`src/rtl/uart_arb_pkg.sv`:
```
// uart_arb_pkg: shared types and constants for the UART TX FIFO arbiter.
//   arb_state_e  - arbiter FSM states
//   rel_cause_e  - reason the last grant was released (encoding is visible
//                  on the release_cause port)
//   CNT_W        - width of the beat and idle counters
package uart_arb_pkg;

  typedef enum logic {
    ARB_IDLE  = 1'b0,
    ARB_GRANT = 1'b1
  } arb_state_e;

  typedef enum logic [1:0] {
    REL_LAST    = 2'd0,
    REL_BURST   = 2'd1,
    REL_TIMEOUT = 2'd2,
    REL_DISABLE = 2'd3
  } rel_cause_e;

  localparam int CNT_W = 8;

endpackage

```
`src/rtl/rr_pick.sv`:
```
// rr_pick: combinational round-robin priority picker.
//   req_i   - request vector
//   ptr_i   - index searched first; the search continues upward with wrap
//   found_o - at least one request bit is set
//   idx_o   - index of the first set bit at or after ptr_i (0 when none)
module rr_pick #(
  parameter  int N    = 4,
  localparam int ID_W = $clog2(N)
) (
  input  logic [N-1:0]    req_i,
  input  logic [ID_W-1:0] ptr_i,
  output logic            found_o,
  output logic [ID_W-1:0] idx_o
);

  // Walk N positions starting at ptr_i; the first set bit wins.
  always_comb begin
    logic [ID_W:0] pos;
    logic          hit;
    found_o = 1'b0;
    idx_o   = '0;
    pos     = '0;
    hit     = 1'b0;
    for (int k = 0; k < N; k++) begin
      pos     = {1'b0, ptr_i} + (ID_W+1)'(k);
      pos     = (pos >= (ID_W+1)'(N)) ? pos - (ID_W+1)'(N) : pos;
      hit     = req_i[pos[ID_W-1:0]] && !found_o;
      idx_o   = hit ? pos[ID_W-1:0] : idx_o;
      found_o = found_o | req_i[pos[ID_W-1:0]];
    end
  end

endmodule

```
`src/rtl/uart_tx_arbiter.sv`:
```
// uart_tx_arbiter: shares the UART TX FIFO push port between NUM_REQ
// byte-stream requesters with round-robin packet arbitration. A grant is
// held until end-of-packet, MAX_BURST beats, IDLE_TIMEOUT idle cycles or
// the holder being disabled; one IDLE bubble separates consecutive grants.
// Ports:
//   PCLK, PRESET       - clock, synchronous active-high reset
//   req_en             - per-requester enable mask
//   req_valid/req_data/req_last/req_ready - per-requester byte streams
//   fifo_full/fifo_push/fifo_wdata        - TX FIFO push interface
//   grant_valid/grant_id                  - current grant holder
//   release_cause      - reason the last grant ended (rel_cause_e)
module uart_tx_arbiter
  import uart_arb_pkg::*;
#(
  parameter  int NUM_REQ      = 4,
  parameter  int DATA_W       = 8,
  parameter  int MAX_BURST    = 16,
  parameter  int IDLE_TIMEOUT = 32,
  localparam int ID_W         = $clog2(NUM_REQ)
) (
  input  logic                      PCLK,
  input  logic                      PRESET,
  input  logic [NUM_REQ-1:0]        req_en,
  input  logic [NUM_REQ-1:0]        req_valid,
  input  logic [NUM_REQ*DATA_W-1:0] req_data,
  input  logic [NUM_REQ-1:0]        req_last,
  output logic [NUM_REQ-1:0]        req_ready,
  input  logic                      fifo_full,
  output logic                      fifo_push,
  output logic [DATA_W-1:0]         fifo_wdata,
  output logic                      grant_valid,
  output logic [ID_W-1:0]           grant_id,
  output logic [1:0]                release_cause
);

  localparam logic [CNT_W-1:0] BURST_LIM = CNT_W'(MAX_BURST);
  localparam logic [CNT_W-1:0] TMO_LIM   = CNT_W'(IDLE_TIMEOUT);

  arb_state_e       state_q, state_d;
  logic [ID_W-1:0]  rr_ptr_q, rr_ptr_d;
  logic [ID_W-1:0]  grant_id_q, grant_id_d;
  logic [CNT_W-1:0] beat_cnt_q, beat_cnt_d;
  logic [CNT_W-1:0] idle_cnt_q, idle_cnt_d;
  rel_cause_e       cause_q, cause_d;

  logic [NUM_REQ-1:0] cand;
  logic               pick_found;
  logic [ID_W-1:0]    pick_idx;
  logic [DATA_W-1:0]  data_arr [NUM_REQ];
  logic               in_grant, en_g, valid_g, last_g, ready_g, push_g, idle_g;
  logic [DATA_W-1:0]  data_g;
  logic [CNT_W-1:0]   beat_inc, idle_inc;

  // Disabled requesters never become candidates, even while valid.
  assign cand = req_valid & req_en;

  rr_pick #(.N(NUM_REQ)) u_pick (
    .req_i   (cand),
    .ptr_i   (rr_ptr_q),
    .found_o (pick_found),
    .idx_o   (pick_idx)
  );

  // Unpack the flat data bus into one byte per requester.
  always_comb begin
    for (int i = 0; i < NUM_REQ; i++) begin
      data_arr[i] = req_data[i*DATA_W +: DATA_W];
    end
  end

  // Holder's handshake signals; a full FIFO stalls without counting idle.
  always_comb begin
    in_grant = (state_q == ARB_GRANT);
    en_g     = req_en[grant_id_q];
    valid_g  = req_valid[grant_id_q];
    last_g   = req_last[grant_id_q];
    data_g   = data_arr[grant_id_q];
    ready_g  = in_grant && !fifo_full && en_g;
    push_g   = ready_g && valid_g;
    idle_g   = in_grant && !valid_g;
    beat_inc = beat_cnt_q + CNT_W'(1);
    idle_inc = idle_cnt_q + CNT_W'(1);
  end

  // State register.
  always_ff @(posedge PCLK) begin
    if (PRESET) begin
      state_q    <= ARB_IDLE;
      rr_ptr_q   <= '0;
      grant_id_q <= '0;
      beat_cnt_q <= '0;
      idle_cnt_q <= '0;
      cause_q    <= REL_LAST;
    end else begin
      state_q    <= state_d;
      rr_ptr_q   <= rr_ptr_d;
      grant_id_q <= grant_id_d;
      beat_cnt_q <= beat_cnt_d;
      idle_cnt_q <= idle_cnt_d;
      cause_q    <= cause_d;
    end
  end

  // Next-state logic: grant selection, release priority and counters.
  always_comb begin
    logic       rel;
    rel_cause_e rel_why;
    state_d    = state_q;
    rr_ptr_d   = rr_ptr_q;
    grant_id_d = grant_id_q;
    beat_cnt_d = beat_cnt_q;
    idle_cnt_d = idle_cnt_q;
    cause_d    = cause_q;
    rel        = 1'b0;
    rel_why    = REL_LAST;
    case (state_q)
      ARB_IDLE: begin
        if (pick_found) begin
          state_d    = ARB_GRANT;
          grant_id_d = pick_idx;
          beat_cnt_d = '0;
          idle_cnt_d = '0;
        end else begin
          state_d = ARB_IDLE;
        end
      end
      ARB_GRANT: begin
        // Last beats the burst limit when both land on the same push.
        if (push_g && last_g) begin
          rel = 1'b1; rel_why = REL_LAST;
        end else if (push_g && (beat_inc == BURST_LIM)) begin
          rel = 1'b1; rel_why = REL_BURST;
        end else if (!en_g) begin
          rel = 1'b1; rel_why = REL_DISABLE;
        end else if (idle_g && (idle_inc == TMO_LIM)) begin
          rel = 1'b1; rel_why = REL_TIMEOUT;
        end else if (push_g) begin
          beat_cnt_d = beat_inc;
          idle_cnt_d = '0;
        end else if (idle_g) begin
          idle_cnt_d = idle_inc;
        end else begin
          beat_cnt_d = beat_cnt_q;
        end
        if (rel) begin
          state_d  = ARB_IDLE;
          cause_d  = rel_why;
          rr_ptr_d = (grant_id_q == ID_W'(NUM_REQ-1)) ? '0 : grant_id_q + ID_W'(1);
        end else begin
          state_d = ARB_GRANT;
        end
      end
      default: begin
        state_d = ARB_IDLE;
      end
    endcase
  end

  // Output logic: zero-latency pass-through of the holder's byte.
  always_comb begin
    req_ready  = '0;
    fifo_push  = 1'b0;
    fifo_wdata = '0;
    case (state_q)
      ARB_GRANT: begin
        req_ready[grant_id_q] = ready_g;
        fifo_push             = push_g;
        fifo_wdata            = data_g;
      end
      default: begin
        fifo_push = 1'b0;
      end
    endcase
  end

  assign grant_valid   = in_grant;
  assign grant_id      = grant_id_q;
  assign release_cause = cause_q;

endmodule
```
`config.mk`:
```
export PLATFORM = sky130hd
export DESIGN_NAME = uart_tx_arbiter
export DESIGN_NICKNAME = d
export VERILOG_FILES = /design/src/rtl/uart_arb_pkg.sv /design/src/rtl/rr_pick.sv /design/src/rtl/uart_tx_arbiter.sv
export SDC_FILE = /design/constraint.sdc
export NUM_CORES = 1
export LEC_CHECK = 0
export BUFFER_PORTS_ARGS = -buffer_cell sky130_fd_sc_hd__buf_4
export CORE_MARGIN = 2
export CORE_UTILIZATION = 51
export CTS_CLUSTER_DIAMETER = 150
export DETAILED_ROUTE_END_ITERATION = 6
export GPL_TIMING_DRIVEN = 0
export PLACE_DENSITY = 0.8
export SLEW_MARGIN = 20
export SYNTH_ARGS = -nofsm -noshare
export SYNTH_HDL_FRONTEND = slang
export SYNTH_HIERARCHICAL = 1
export SYNTH_SLANG_ARGS = --single-unit
```
`constraint.sdc`:
```
create_clock -name PCLK -period 3.4 [get_ports PCLK]
set_clock_uncertainty 0.2 [all_clocks]
set_input_delay 0.68 -clock PCLK [delete_from_list [all_inputs] [get_ports PCLK]]
set_output_delay 0.68 -clock PCLK [all_outputs]
set_load 0.005 [all_outputs]
```
After elaboration in Yosys (flattened, before gate mapping)
Index checks and enable logic that the tools add are counted.
{ "word_totals": {"ff_bits": 23, "input_bits": 47, "out_inout_bits": 18, "elab_cells": 121} }
{ "classes": {"n_addsub": 10, "magnitude_cmp": 11, "eq_ne": 10, "n_mux": 57, "n_bitwise": 7, "n_reduce_logical": 20} }
{ "op_table": {"columns": ["operator", "count"], "rows": [
  ["8-bit 2-to-1 mux", 15],
  ["8-bit one-hot mux with 2 select lines", 2],
  ["2-bit 2-to-1 mux", 13],
  ["8-bit by 1-bit adder with 8-bit output, second input constant", 2],
  ["8-bit binary-select mux with 2-bit select", 1],
  ["1-bit 2-to-1 mux", 16],
  ["2-bit by 3-bit less-than comparator with 1-bit output, second input constant", 5],
  ["1-bit binary-select mux with 2-bit select", 7],
  ["3-bit greater-or-equal comparator, second input constant", 4],
  ["6-bit AND reduction", 2],
  ["1-bit logical AND", 11],
  ["4-bit AND", 2],
  ["8-bit by 5-bit == test with 1-bit output, second input constant", 1],
  ["8-bit by 6-bit == test with 1-bit output, second input constant", 1],
  ["2-bit inequality test, second input constant", 4],
  ["2-bit by 1-bit subtractor with 2-bit output, second input constant", 4],
  ["2-bit by 2-bit adder with 3-bit output, second input constant", 2],
  ["1-bit logical NOT", 5],
  ["4-bit 2-to-1 mux", 1],
  ["2-bit by 1-bit inequality test with 1-bit output, second input constant", 2],
  ["2-bit AND reduction", 2],
  ["2-bit by 1-bit adder with 3-bit output, second input constant", 1],
  ["2-bit by 3-bit greater-or-equal comparator with 1-bit output, second input constant", 1],
  ["3-bit by 1-bit inequality test with 1-bit output, second input constant", 1],
  ["other kinds (8)", 10]
]} }

Longest topological paths before layout
Gate-level depths: netlist of the first run.
{ "logic_depth": {"depth_word": 12, "depth_mapped": 9, "depth_no_buf": 7} }

Hierarchy
Netlist of the first run, hierarchy kept.
{ "by_module_without_submodules": {"columns": ["mod", "n_inst", "cells_per_inst", "area_per_inst_um2", "seq_area_each_um2"], "rows": [
  ["uart_tx_arbiter", 1, 215, 1919.3, 460.4],
  ["rr_pick", 1, 12, 73.8, 0.0]
]} }

Least setup slack after synthesis of the first run
No wires, ideal clock.
{ "synth_timing": {"kind": "in2reg", "startpoint": "input port req_valid[3]", "endpoint": "register idle_cnt_q[0]", "arrival_ps": 2608, "slack_ps": 471, "cell_stages": 8, "cell_sequence": "mux4_2 > nand3_4 > inv_4 > and4_4 > buf_6 > or4b_1 > buf_2 > mux2_4"} }
{ "synth_between": {"elab_chain_len": 9, "elab_cells_between_ends": 32, "classes_between": "5 x eq/ne; 16 x mux; 4 x bitwise; 7 x reduce/logical"} }
{ "synth_rtl": {"columns": ["item", "line", "text"], "rows": [
  ["start, declared", "uart_tx_arbiter.sv:24", "input logic [NUM_REQ-1:0] req_valid,"],
  ["1-bit binary-select mux with 2-bit select", "uart_tx_arbiter.sv:75", "valid_g = req_valid[grant_id_q];"],
  ["1-bit 2-to-1 mux (not written as such)", "uart_tx_arbiter.sv:75", null],
  ["1-bit logical AND", "uart_tx_arbiter.sv:79", "push_g = ready_g && valid_g;"],
  ["8-bit 2-to-1 mux", "uart_tx_arbiter.sv:137", "end else if (push_g) begin"],
  ["8-bit 2-to-1 mux", "uart_tx_arbiter.sv:135", "end else if (idle_g && (idle_inc == TMO_LIM)) begin"],
  ["8-bit 2-to-1 mux", "uart_tx_arbiter.sv:133", "end else if (!en_g) begin"],
  ["8-bit 2-to-1 mux", "uart_tx_arbiter.sv:131", "end else if (push_g && (beat_inc == BURST_LIM)) begin"],
  ["8-bit 2-to-1 mux", "uart_tx_arbiter.sv:129", "if (push_g && last_g) begin"],
  ["8-bit one-hot mux with 2 select lines", "uart_tx_arbiter.sv:116", "case (state_q)"],
  ["end signal, assigned", "uart_tx_arbiter.sv:99", "idle_cnt_q <= idle_cnt_d;"],
  ["end, declared", "uart_tx_arbiter.sv:43", "logic [CNT_W-1:0] idle_cnt_q, idle_cnt_d;"]
]} }
Several ways; a longest one is shown, not always the timed one. The select of a mux whose other input is x is not followed.
A chain may end at the register's enable or synchronous reset.

Final worst setup path of the first run
{ "layout_timing": {"startpoint": "register grant_id_q[1] (netlist: grant_id[1])", "endpoint": "register rr_ptr_q[0]"} }
{ "layout_between": {"elab_chain_len": 11, "elab_cells_between_ends": 21, "classes_between": "1 x eq/ne; 12 x mux; 8 x reduce/logical"} }
{ "layout_rtl": {"columns": ["item", "line", "text"], "rows": [
  ["start, declared", "uart_tx_arbiter.sv:41", "logic [ID_W-1:0] grant_id_q, grant_id_d;"],
  ["start signal, assigned", "uart_tx_arbiter.sv:97", "grant_id_q <= grant_id_d;"],
  ["1-bit binary-select mux with 2-bit select", "uart_tx_arbiter.sv:75", null],
  ["1-bit 2-to-1 mux (not written as such)", "uart_tx_arbiter.sv:75", null],
  ["1-bit logical NOT", "uart_tx_arbiter.sv:80", "idle_g = in_grant && !valid_g;"],
  ["1-bit logical AND", "uart_tx_arbiter.sv:80", null],
  ["1-bit logical AND", "uart_tx_arbiter.sv:135", null],
  ["1-bit 2-to-1 mux", "uart_tx_arbiter.sv:135", null],
  ["1-bit 2-to-1 mux", "uart_tx_arbiter.sv:133", null],
  ["1-bit 2-to-1 mux", "uart_tx_arbiter.sv:131", null],
  ["1-bit 2-to-1 mux", "uart_tx_arbiter.sv:129", null],
  ["1-bit 2-to-1 mux", "uart_tx_arbiter.sv:116", null],
  ["2-bit AND reduction (no source line)", null, null],
  ["end signal, assigned", "uart_tx_arbiter.sv:96", "rr_ptr_q <= rr_ptr_d;"],
  ["end, declared", "uart_tx_arbiter.sv:40", "logic [ID_W-1:0] rr_ptr_q, rr_ptr_d;"]
]} }
Several ways; a longest one is shown, not always the timed one. The select of a mux whose other input is x is not followed.

==> results.md, run 1 <==
* Max-slew violation count at 0
* Largest net degree at the start of global routing at 13
* H-tree depth at 1
* Worst-Margin Slew at 662 ps
* Fraction of registers with async set/reset at 0%
* Placed Cells at 338
* Slew margin rel. at 55.3%
* TritonCTS buffer count at 3
* Distinct cells, synth at 49
* Number of flops mapped to enable cells by yosys at 0
* Wire per inst at 16.7 um
* Worst Path Arrival at 3050 ps
* I/O pins at 65
* Via Count at 2,088
* Antenna violations before repair at 0
* Layout cells sized above 1 at 33.0%
* Sequential-to-total area share from yosys stat at 23.1%
* Post-CTS Setup Inserts at 0
* Antenna diodes at 0
* Post-CTS sizing at 0
* Synthesized instance count at 227
* Ys Warns at 6
* Total power at 713 uW
* Worst setup SP type: register
* Row Count at 22
* HPWL after DPL at 4340 um
* Vias per cell at 6.11
* Hold WC Path Type: reg2reg
* Commonest non-fill, non-tap cell in the layout: buf_4
* Synth Area per Inst at 8.78 sq um
* Crit share post-route at 90.5%
* Starting DRT DRC Count at 195
* Area Growth Syn to Fin at 29.0%
* Gr ovfl total at 0
* Core area at 3720 sq um
* Top FF cell, synth: dfxtp_1
* Peak VDD IR at 0.342 mV
* First-pass DRT Iterations at 4
* Commonest cells after routing, fill and taps aside: buf_4 (64), dfxtp_1 (23), nand2_1 (16)
* Critical path endpoint category: register
* Global-route wire length before repair at 9760 um
* Crit path top cell by count: clkbuf_1
* Reg clk slew, reported paths at 80 ps
* Starting density of the core at 53.6%
* Yosys reg bits at 23
* Max Clock Freq at 325 MHz
* Syn_nets at 282
* Port bufs at 63
* Crit-path cells: clkbuf_1, clkbuf_1, mux4_2, and2_1, o41ai_1, mux2_2
* Post-route insts no fill at 342
* Drc violations at 0
* Worst path max stage delay at 560 ps
* RSZ-0062 raised after global routing: false
* Final setup viols at 0
* Crit-path slowest cell: o41ai_1
* Post-CTS Hold Buffers at 0
* Clk_lat worst skew at 270 ps
* Setup tns final at 0 ps
* Post-Syn Area at 1990 sq um
* Nets at 350
* Final wirelength at 5710 um
* Max-cap violations at 0
* Root buffer selected by CTS: clkbuf_8
* Placer Congestion at 0.846
* Vias in the first global route at 2,095
* Die height at 66.5 um
* Pleak at 1.05 nW
* Antenna viol nets, final at 0
* CTS tree: done
* Critical path required time at 3370 ps
* Longest Clk Path Bufs at 2
* Crit path kind: reg2reg
* Die ar. at 4420 sq um
* Final hold violations at 0
* GRT Overall Usage at 28.6%
* Status: finished, final reports clean
* Critical Path Fanout Max at 10
* Final min period at 3080 ps
* Power Density at 277 nW/um^2
* Die span in x at 66.5 um
* CTS Sinks at 23
## cells in the mapped netlist (3+ instances only)
cell type	n	area (sq um)
nor2_1	10	37.5
and3_1	9	56.3
o221a_2	3	33.8
ha_1	8	100
a21oi_1	10	50.1
inv_1	10	37.5
xnor2_1	3	26.3
o32ai_1	6	52.6
nor4_1	7	43.8
o21ai_0	6	30.0
and2_1	15	93.8
o41ai_1	5	43.8
nand2b_1	4	25.0
clkbuf_1	9	33.8
mux4_2	11	248
mux2i_1	8	80.1
a31oi_1	6	37.5
or4_1	3	22.5
nor3_1	6	30.0
dfxtp_1	23	460
nand2_1	16	60.1
nand3_1	5	25.0
nor2b_1	7	43.8
buf_2	3	15.0
nand4_1	4	25.0
## final cells by class
class	instances	area, sq um
well taps	48	60.1
flip-flops and latches	23	460
clock buffers	4	45.0
plain buffers	14	67.6
repair buffers	63	473
inverters	12	47.5
fillers	333	1140
multi-input cells	178	1420
## final timing paths
| kind | endpoint | start | cells past startpoint | slack [ps] |
|---|---|---|---|---|
| worst max-delay path | rr_ptr_q[0]$_SDFFE_PP0P_ | grant_id[1]$_SDFFE_PP0P_ | 6 | 320 |
| worst min-delay path | idle_cnt_q[6]$_SDFFE_PP0P_ | idle_cnt_q[6]$_SDFFE_PP0P_ | 2 | 300 |
| worst max register to register | rr_ptr_q[0]$_SDFFE_PP0P_ | grant_id[1]$_SDFFE_PP0P_ | 6 | 320 |
| worst min register to register | idle_cnt_q[6]$_SDFFE_PP0P_ | idle_cnt_q[6]$_SDFFE_PP0P_ | 2 | 300 |
## critical path: cells and delay by family (launching register included)
| family | cells | cell delay, ps |
|---|---|---|
| buffers and inverters | 2 | 760 |
| flip-flops | 1 | 390 |
| multiplexers | 2 | 840 |
| AO/OA/AOI/OAI | 1 | 560 |
| AND/OR/NAND/NOR | 1 | 220 |
## state kept, by name, indices dropped and copies added (netlist names)
name,flops
grant_valid,1
idle_cnt_q,8
grant_id,2
release_cause,2
beat_cnt_q,8
rr_ptr_q,2
## power breakdown
part	internal [mW]	total [mW]	switching [mW]
sequential	0.278	0.291	0.0123
combinational	0.128	0.247	0.119
clock	0.0840	0.176	0.0917
## metal layers
metal / vias to the layer above / share of wire (%) / track usage [%]
li1: 1006 / - / -
met1: 1011 / 43 / 37.3
met2: 59 / 50 / 48.0
met3: 12 / 5.6 / 5.24
met4: 0 / 1.5 / 8.67
met5: - / 0 / 0
## per-stage QoR
stage	setup WS [ps]	hold WS (ps)	util, %	cell area, sq um
6_report	322	303	69.2	2570
3_5_place_dp	172	284	68.0	2530
5_1_grt	162	316	69.2	2570
2_1_floorplan	471	259	-	1990
4_1_cts	339	297	69.2	2570
3_3_place_gp	177	275	68.0	2530
## cells by family (layout without fill, tap and decap cells)
group	after synthesis	count (layout)	synth area share [%]
AO/OA/AOI/OAI	45	45	16.7
XOR/XNOR	5	5	2.20
adder cells (fa/ha/maj)	8	8	5.02
buffers and inverters	26	93	5.78
flip-flops	23	23	23.1
multiplexers	22	22	18.3
AND/OR/NAND/NOR	98	98	28.9
Note: power is estimated with default switching activity, not from simulation.
==> run 2, diff against run 1 <==
CORE_UTILIZATION = 55   (was 51)
PLACE_DENSITY = 0.86   (was 0.8)
clock period = 3.8 ns   (was 3.4 ns; I/O delays follow)
==> run 2 against run 1 <==
Effect of this change:
- hold slack barely moved
- design area fell by 0.78%
- worst setup slack improved by 360 ps
- sequential power fell by 10%
- clock power fell by 31%
- first-iteration DRC count rose by 16%
- combinational power fell by 9.3%
- sequential cell count did not move
- sequential share of layout area rose by 0.14 points
- final cell count fell by 0.58%
- largest cell class unchanged
- highest routed layer unchanged
==> results.md, run 2 (synthesized netlist as in run 1, its figures left out) <==
* Critical path required time at 3830 ps
* Max-cap violations at 0
* Nets at 350
* Total power at 606 uW
* Layout cells sized above 1 at 33.3%
* HPWL after DPL at 4270 um
* Crit path kind: reg2reg
* GRT Overall Usage at 28.8%
* Final Core Density at 74.7%
* R2R setup slack at 680 ps
* RSZ-0062 raised after global routing: false
* Commonest non-fill, non-tap cell in the layout: buf_4
* Gr ovfl total at 0
* Max-slew violation count at 0
* CP Buf/Inv Count at 2
* Worst r2r src: grant_id[0]$_SDFFE_PP0P_
* Clk_lat worst skew at 330 ps
* Pleak at 1.04 nW
* Worst Path Arrival at 3150 ps
* Largest net degree at the start of global routing at 14
* Status: finished, final reports clean
* Commonest cells after routing, fill and taps aside: buf_4 (64), dfxtp_1 (23), nand2_1 (16)
* Worst-Margin Slew at 667 ps
* Crit share post-route at 82.1%
* First-pass DRT Iterations at 5
* Die span in x at 64.2 um
* Placed cell area at 2520 sq um
* Final min period at 3120 ps
* Hold_sp: release_cause[0]$_SDFFE_PP0P_
* Worst Setup SP: grant_id[0]$_SDFFE_PP0P_
* Root buffer selected by CTS: clkbuf_4
* Final setup viols at 0
* Drc violations at 0
* Longest Clk Path Bufs at 2
* Reg clk slew, reported paths at 140 ps
* Global-route wire length before repair at 9480 um
* Final wirelength at 5670 um
* Via Count at 2,100
* H-tree depth at 1
* Starting density of the core at 58.4%
* Post-CTS sizing at 0
* Critical Path Fanout Max at 10
* Vias per cell at 6.18
* Vias in the first global route at 2,001
* Slew margin rel. at 55.0%
* Hold path cells at 2
* Worst R2R Path Depth at 7
* CTS Sinks at 23
* Post-CTS Setup Inserts at 0
* I/O pins at 65
* Placer Congestion at 0.839
* WHS Endpoint: release_cause[0]$_SDFFE_PP0P_
* Cell area after layout at 2550 sq um
* Post-CTS Hold Buffers at 0
* RR Endpoint: rr_ptr_q[0]$_SDFFE_PP0P_
* Max Clock Freq at 320 MHz
* Crit-path cells: mux4_2, nand3_4, inv_4, and4_4, buf_6, o41ai_1, mux2_2
* Critical path endpoint category: register
* Power Density at 237 nW/um^2
* Crit-path slowest cell: mux4_2
* Row Count at 21
* Worst setup SP type: register
* Hold WC Path Type: reg2reg
* Wire per inst at 16.7 um
* Antenna diodes at 0
* Area Growth Syn to Fin at 28.0%
* Setup tns final at 0 ps
* TritonCTS buffer count at 3
* Die height at 64.2 um
* Top flop regs: beat_cnt_q (8), idle_cnt_q (8)
* CTS tree: done
* Core area at 3420 sq um
* Die ar. at 4120 sq um
* Worst path max stage delay at 690 ps
* Final hold violations at 0
* Antenna viol nets, final at 0
* Port bufs at 63
* Starting DRT DRC Count at 226
* Peak VDD IR at 0.174 mV
* Crit-path leading delay family: multiplexers
* Antenna violations before repair at 0
[run 2: cell count changes in the layout (fill, tap and decap cells not counted), sizes merged]
cell    before  now
clkbuf      13   12
clkinv       1    2
[run 2: worst max-delay path by stage]
stage | to | cells after the start
after floorplan | idle_cnt_q[0]$_SDFFE_PP0P_ | 8
after global placement | rr_ptr_q[0]$_SDFFE_PP0P_ | 8
after detailed placement | rr_ptr_q[0]$_SDFFE_PP0P_ | 8
after CTS | fifo_wdata[6] | 5
after global routing | idle_cnt_q[7]$_SDFFE_PP0P_ | 6
final | rr_ptr_q[0]$_SDFFE_PP0P_ | 7
[run 2: cell type report]
| class | count | area [sq um] |
|---|---|---|
| buffer | 14 | 67.6 |
| clock buffer | 3 | 22.5 |
| clock inverter | 1 | 5.00 |
| fill | 280 | 865 |
| inverter | 12 | 47.5 |
| multi-input combinational | 178 | 1420 |
| sequential | 23 | 460 |
| tap | 46 | 57.6 |
| timing repair buffer | 63 | 473 |
[run 2: per-layer routing]
metal / up-vias / routed length [um] / track usage, %
li1: 998 / - / -
met1: 1013 / 2470 / 38.1
met2: 85 / 2830 / 49.1
met3: 4 / 322 / 3.70
met4: 0 / 48 / 8.78
met5: - / 0 / 0
[run 2: worst register-to-register path, cell delays in order, from the launching register on]
cell	delay (ps)
dfxtp_1	570
mux4_2	690
nand3_4	180
inv_4	80
and4_4	150
buf_6	130
o41ai_1	620
mux2_2	400
[run 2: stage by stage]
step	worst slack, ps	cells	hold slack, ps
after floorplan	791	227	259
after global placement	507	336	275
after detailed placement	471	336	284
after CTS	661	340	302
after global routing	499	340	343
final	679	340	303
[run 2: power by group]
group	total (mW)	switching, mW	leakage, nW	internal [mW]
Clock	0.121	0.0812	0.0177	0.0396
Sequential	0.261	0.0112	0.186	0.249
Combinational	0.224	0.110	0.838	0.115
Total	0.606	0.202	1.04	0.403
